==> src/rtl/demux_pkg.sv <==
// Shared encodings and statistics constants for the buffered 1:2 demultiplexer.
package demux_pkg;

  localparam logic CH_A = 1'b0;
  localparam logic CH_B = 1'b1;

  localparam int unsigned STAT_W = 16;
  localparam logic [STAT_W-1:0] STAT_MAX = 16'hFFFF;

  // Saturating increment for the per-channel accepted-word counters
  function automatic logic [STAT_W-1:0] stat_inc(input logic [STAT_W-1:0] cnt);
    return (cnt == STAT_MAX) ? cnt : cnt + STAT_W'(1);
  endfunction

endpackage

==> src/rtl/chan_fifo.sv <==
// Per-channel FIFO: circular storage with read/write pointers, an occupancy count
// and registered full/empty flags. The head word is read straight from storage.
module chan_fifo #(
  parameter int unsigned WIDTH = 8,
  parameter int unsigned DEPTH = 2
) (
  input  logic             clk,
  input  logic             rst,
  input  logic             push,
  input  logic [WIDTH-1:0] push_data,
  input  logic             pop,
  output logic             full,
  output logic             empty,
  output logic [WIDTH-1:0] head
);

  localparam int unsigned PTR_W = (DEPTH > 1) ? $clog2(DEPTH) : 1;
  localparam int unsigned CNT_W = $clog2(DEPTH) + 1;

  logic [PTR_W-1:0] rd_ptr_q, rd_ptr_d;
  logic [PTR_W-1:0] wr_ptr_q, wr_ptr_d;
  logic [CNT_W-1:0] cnt_q, cnt_d;
  logic             full_q, full_d;
  logic             empty_q, empty_d;
  logic [WIDTH-1:0] mem_q [DEPTH];
  logic [WIDTH-1:0] mem_d [DEPTH];
  logic             do_push;
  logic             do_pop;

  // Guard against overflow/underflow even if the caller forgets to qualify
  always_comb begin
    do_push  = push && !full_q;
    do_pop   = pop && !empty_q;
    rd_ptr_d = rd_ptr_q;
    wr_ptr_d = wr_ptr_q;
    cnt_d    = cnt_q;
    mem_d    = mem_q;

    if (do_push) begin
      mem_d[wr_ptr_q] = push_data;
      wr_ptr_d        = wr_ptr_q + PTR_W'(1);
    end
    if (do_pop) begin
      rd_ptr_d = rd_ptr_q + PTR_W'(1);
    end

    case ({do_push, do_pop})
      2'b10:   cnt_d = cnt_q + CNT_W'(1);
      2'b01:   cnt_d = cnt_q - CNT_W'(1);
      default: cnt_d = cnt_q;
    endcase

    full_d  = (cnt_d == CNT_W'(DEPTH));
    empty_d = (cnt_d == CNT_W'(0));
  end

  always_ff @(posedge clk) begin
    if (rst) begin
      rd_ptr_q <= '0;
      wr_ptr_q <= '0;
      cnt_q    <= '0;
      full_q   <= 1'b0;
      empty_q  <= 1'b1;
      for (int i = 0; i < int'(DEPTH); i++) begin
        mem_q[i] <= '0;
      end
    end else begin
      rd_ptr_q <= rd_ptr_d;
      wr_ptr_q <= wr_ptr_d;
      cnt_q    <= cnt_d;
      full_q   <= full_d;
      empty_q  <= empty_d;
      mem_q    <= mem_d;
    end
  end

  assign full  = full_q;
  assign empty = empty_q;
  assign head  = mem_q[rd_ptr_q];

endmodule

==> src/rtl/demux1_2_buf.sv <==
// Buffered 1:2 demultiplexer: routes each input word to channel A or B by IN_SEL.
// Optional per-channel accepted-word counters are built when DEMUX_STATS_EN is defined.
module demux1_2_buf
  import demux_pkg::*;
#(
  parameter int unsigned WIDTH = 8,
  parameter int unsigned DEPTH = 2
) (
  input  logic              CLK,
  input  logic              RST,
  input  logic [WIDTH-1:0]  IN_DATA,
  input  logic              IN_SEL,
  input  logic              IN_VALID,
  output logic              IN_READY,
  output logic [WIDTH-1:0]  OUT_A_DATA,
  output logic              OUT_A_VALID,
  input  logic              OUT_A_READY,
  output logic [WIDTH-1:0]  OUT_B_DATA,
  output logic              OUT_B_VALID,
  input  logic              OUT_B_READY
`ifdef DEMUX_STATS_EN
  ,
  output logic [STAT_W-1:0] COUNT_A,
  output logic [STAT_W-1:0] COUNT_B
`endif
);

  logic sel_b;
  logic push_a, push_b;
  logic pop_a, pop_b;
  logic full_a, full_b;
  logic empty_a, empty_b;

  // Ready depends only on the select and the registered full flags
  always_comb begin
    sel_b    = (IN_SEL == CH_B);
    IN_READY = sel_b ? !full_b : !full_a;
    push_a   = IN_VALID && IN_READY && !sel_b;
    push_b   = IN_VALID && IN_READY && sel_b;
    pop_a    = OUT_A_READY && !empty_a;
    pop_b    = OUT_B_READY && !empty_b;
  end

  chan_fifo #(
    .WIDTH (WIDTH),
    .DEPTH (DEPTH)
  ) u_fifo_a (
    .clk       (CLK),
    .rst       (RST),
    .push      (push_a),
    .push_data (IN_DATA),
    .pop       (pop_a),
    .full      (full_a),
    .empty     (empty_a),
    .head      (OUT_A_DATA)
  );

  chan_fifo #(
    .WIDTH (WIDTH),
    .DEPTH (DEPTH)
  ) u_fifo_b (
    .clk       (CLK),
    .rst       (RST),
    .push      (push_b),
    .push_data (IN_DATA),
    .pop       (pop_b),
    .full      (full_b),
    .empty     (empty_b),
    .head      (OUT_B_DATA)
  );

  assign OUT_A_VALID = !empty_a;
  assign OUT_B_VALID = !empty_b;

`ifdef DEMUX_STATS_EN
  logic [STAT_W-1:0] cnt_a_q, cnt_a_d;
  logic [STAT_W-1:0] cnt_b_q, cnt_b_d;

  // Saturating counters of accepted pushes per channel
  always_comb begin
    cnt_a_d = cnt_a_q;
    cnt_b_d = cnt_b_q;
    if (push_a) cnt_a_d = stat_inc(cnt_a_q);
    if (push_b) cnt_b_d = stat_inc(cnt_b_q);
  end

  always_ff @(posedge CLK) begin
    if (RST) begin
      cnt_a_q <= '0;
      cnt_b_q <= '0;
    end else begin
      cnt_a_q <= cnt_a_d;
      cnt_b_q <= cnt_b_d;
    end
  end

  assign COUNT_A = cnt_a_q;
  assign COUNT_B = cnt_b_q;
`endif

endmodule
==> config.mk <==
export PLATFORM = sky130hd
export DESIGN_NAME = demux1_2_buf
export DESIGN_NICKNAME = d
export VERILOG_FILES = /design/src/rtl/demux_pkg.sv /design/src/rtl/chan_fifo.sv /design/src/rtl/demux1_2_buf.sv
export SDC_FILE = /design/constraint.sdc
export NUM_CORES = 1
export LEC_CHECK = 0
export CAP_MARGIN = 5
export CORE_ASPECT_RATIO = 0.9
export CORE_MARGIN = 2
export CORE_UTILIZATION = 39
export DETAILED_ROUTE_END_ITERATION = 12
export DONT_BUFFER_PORTS = 1
export GPL_TIMING_DRIVEN = 0
export PLACE_DENSITY = 0.62
export SYNTH_ARGS = -nofsm -noshare
export SYNTH_HDL_FRONTEND = slang
export SYNTH_SLANG_ARGS = --single-unit
==> constraint.sdc <==
create_clock -name CLK -period 1.8 [get_ports CLK]
set_clock_uncertainty 0.05 [all_clocks]
set_input_delay 0.36 -clock CLK [delete_from_list [all_inputs] [get_ports CLK]]
set_output_delay 0.36 -clock CLK [all_outputs]
set_load 0.05 [all_outputs]
==> impl_metrics.yaml, run 1 <==
routing:
  vias: 1402
  drt_iter0_drc: 54
  post_drt_wl_per_cell_um: 14.12
  met2_length_mm: 1.855
  ant_nets: 0
  routed_wl_mm: 4.009
  via_per_inst: 4.937
  drt_pass1_iterations: 4
  top_layer_used: "met4"
  remaining_drc_errors: 0
  met3WireLength_um: 277
  wl_met1_mm: 1.815
placed_design:
  place_congestion: 0.7015
  place_ws_ns: -0.07726
  dp_hpwl_mm: 2.821
  io_buffers: 0
worst_setup_path:
  crit_arrival_ns: 1.92
  path_cells: "or3b_1 -> ha_1 -> or3_1 -> a21oi_1"
  critPathCaptureType: "register"
  critPathMaxFanout: 5
  crit_end: "u_fifo_a.cnt_q[1]$_SDFF_PP0_"
  worstReg2RegStart: "u_fifo_a.full$_SDFF_PP0_"
  start_kind: "register"
  timing.rr.end: "u_fifo_a.cnt_q[1]$_SDFF_PP0_"
  critPathLaunch: "u_fifo_a.full$_SDFF_PP0_"
  cp_slowest_cell: "or3b_1"
  reg2reg_setup_slack_ns: 0.06
  required_ns: 1.98
  reg2reg_depth: 4
  slowest_delay_ns: 0.41
  worstSetupPathType: "register to register"
floorplanning:
  top_level_ports: 33
  fp.dieH_um: 70.45
  num_rows: 24
  dieArea_um2: 5482
  core_um2: 4775
  die_w_um: 77.83
  initial_core_util: 0.4007
cells_and_area:
  layout_common_cells: "50 x nand2_1, 42 x dfxtp_1, 29 x a21oi_1"
  fin_nets: 234
  diodes: 0
  layout_commonest_cell: "nand2_1"
  fill_cells: 501
  layout-drive-gt1-share: 0.1553
  areaGrowthSynthToFinish_pct: 9.287
  fin_util: 0.4379
clock_tree:
  cts_tree: "yes"
  h-tree-depth: 2
  clock_latency_ns: 0.30
  post_cts_buffers: 0
  hold_buffers: 0
  cts_max_path_buffers: 2
  numClockSinks: 44
  cts_buffers: 5
  root_buffer: "clkbuf_8"
  clk_pin_slew_worst_paths_ns: 0.08
  cts_resized: 3
sta:
  hold_viol: 0
  finalSetupViolCount: 0
  slew_headroom: 0.4873
  period_share: 0.9676
  min_period_ns: 1.742
  report.final.slew_viol_count: 0
  worstMarginPinSlew_ns: 0.7542
  setup_ws_ns: 0.05841
  fmax_mhz: 574.2
  rsz0062_at_grt: "false"
synthesis:
  syn_area_per_cell_um2: 8.982
  synthTopCellsByArea: "dfxtp_1 46%, nand2_1 9.8%, mux2_2 9.4%"
  synth_fp_nets: 229
  ys_async_sr_fraction: 0
  yosys.area.top_type_share: 0.4604
  netlist_instances: 213
  synth_area_um2: 1913
  synth.distinct_cells: 29
  synth_edf_count: 0
  synth_warnings: 0
  ys_seq_area_frac: 0.4604
  synth_seq_cells: 44
  yosys.area.top_type: "dfxtp_1"
  synth_ff_type: "dfxtp_1"
power:
  ir_drop_uv: 471.1
  power.density_nw_per_um2: 1007
  power_leakage_nw: 0.7295
global_routing:
  grt_max_degree: 15
  grt_remaining_overflow: 0
  track_usage: 0.1572
  grt_pass1_wl_mm: 6.534
  grt_pass1_vias: 1317
  antenna_found_initial: 0
min_path:
  min_path_type: "input port to register"
  whs_path_depth: 2
job:
  max-cap-violations: 0
run_status:
  status: "finished, final reports clean"
[how the worst min path moves through the flow]
stage / from / endpoint
6_report: IN_DATA[2] / u_fifo_a.mem_q[10]$_SDFFE_PP0P_
4_1_cts: IN_DATA[0] / u_fifo_b.mem_q[0]$_SDFFE_PP0P_
2_1_floorplan: u_fifo_b.mem_q[0]$_SDFFE_PP0P_ / u_fifo_b.mem_q[0]$_SDFFE_PP0P_
5_1_grt: IN_DATA[7] / u_fifo_a.mem_q[15]$_SDFFE_PP0P_
3_3_place_gp: u_fifo_b.mem_q[11]$_SDFFE_PP0P_ / u_fifo_b.mem_q[11]$_SDFFE_PP0P_
3_5_place_dp: u_fifo_b.mem_q[9]$_SDFFE_PP0P_ / u_fifo_b.mem_q[9]$_SDFFE_PP0P_
[routing by layer]
layer	up-vias	track usage
met2	31	0.2443
met3	9	0.04910
met1	635	0.2039
li1	727	-
met5	-	0
met4	0	0.05952
[report_power, final]
| group | leakage, nW | switching (W) | total (W) | internal (W) |
|---|---|---|---|---|
| Sequential | 0.359 | 0.0000568 | 0.00109 | 0.00103 |
| Combinational | 0.327 | 0.000233 | 0.000358 | 0.000125 |
| Clock | 0.0434 | 0.000348 | 0.000659 | 0.000311 |
[logic make-up (layout without fill, tap and decap cells)]
kind of cell    count (synthesis)  count (layout)  share of synthesized area
simple gates                   83              83                     0.2152
fa+ha+maj                       2               2                    0.01308
buf+inv                        17              23                    0.04381
flops                          44              44                     0.4604
compound gates                 36              36                    0.09876
mux                            25              25                     0.1413
xor+xnor                        6               6                    0.02747
[cell usage after synthesis (2+ instances only)]
| master | count |
|---|---|
| mux2i_1 | 9 |
| mux2_2 | 16 |
| clkbuf_1 | 9 |
| nand2b_1 | 2 |
| or3_1 | 2 |
| a22oi_1 | 2 |
| ha_1 | 2 |
| o21ai_0 | 4 |
| dfxtp_1 | 44 |
| inv_1 | 4 |
| nand2_1 | 50 |
| nor2b_1 | 6 |
| nor3_1 | 2 |
| xnor2_1 | 6 |
| nor2_1 | 12 |
| a21oi_1 | 29 |
| buf_6 | 2 |
[sequential cells by signal, summed over array words and instances (netlist names)]
name,count
u_fifo_a.full,1
u_fifo_b.rd_ptr_q,1
u_fifo_a.rd_ptr_q,1
u_fifo_a.cnt_q,2
u_fifo_a.empty,1
u_fifo_a.mem_q,16
u_fifo_a.wr_ptr_q,1
u_fifo_b.wr_ptr_q,1
u_fifo_b.empty,1
u_fifo_b.full,1
u_fifo_b.mem_q,16
u_fifo_b.cnt_q,2
[per-stage QoR]
step / TNS, ns / area, µm² / hold slack, ns / power (W) / cells
2_1_floorplan: 0 / 1913 / 0.3829 / 0.001416 / 213
3_3_place_gp: -0.07895 / 1994 / 0.3919 / 0.001467 / 278
3_5_place_dp: -0.1422 / 1994 / 0.3951 / 0.001472 / 278
4_1_cts: 0 / 2091 / 0.1318 / 0.002125 / 284
5_1_grt: 0 / 2091 / 0.1295 / 0.002208 / 284
6_report: 0 / 2091 / 0.1379 / 0.002106 / 284
[cell type report]
class                   count  area [µm²]  share of cell area
clock inverters             2       15.01            0.007181
multi-input cells         152       952.2              0.4554
well taps                  65       81.33             0.03890
flip-flops and latches     44       883.3              0.4225
clock buffers               6       82.58             0.03950
plain buffers              11       61.31             0.02932
inverters                   4       15.01            0.007181
[critical path, delay by kind of cell (launching register included)]
family	cells	cell delay, ns
AND/OR/NAND/NOR	2	0.78
flip-flops	1	0.37
adder cells (fa/ha/maj)	1	0.34
AO/OA/AOI/OAI	1	0.13
(Power assumes the default switching activity.)
==> run 2, diff against run 1 <==
--- a/config.mk
+++ b/config.mk
@@ -13,6 +13,7 @@
 export DONT_BUFFER_PORTS = 1
 export GPL_TIMING_DRIVEN = 0
 export PLACE_DENSITY = 0.62
+export SLEW_MARGIN = 20
 export SYNTH_ARGS = -nofsm -noshare
 export SYNTH_HDL_FRONTEND = slang
 export SYNTH_SLANG_ARGS = --single-unit
==> results of run 2 <==
The final DEF is identical to that of run 1; final timing and power are the same.
==> run 3, diff against run 2 <==
--- a/config.mk
+++ b/config.mk
@@ -5,6 +5,7 @@
 export SDC_FILE = /design/constraint.sdc
 export NUM_CORES = 1
 export LEC_CHECK = 0
+export ABC_CLOCK_PERIOD_IN_PS = 1800
 export CAP_MARGIN = 5
 export CORE_ASPECT_RATIO = 0.9
 export CORE_MARGIN = 2
==> results of run 3 <==
The final DEF is identical to that of run 1; final timing and power are the same.
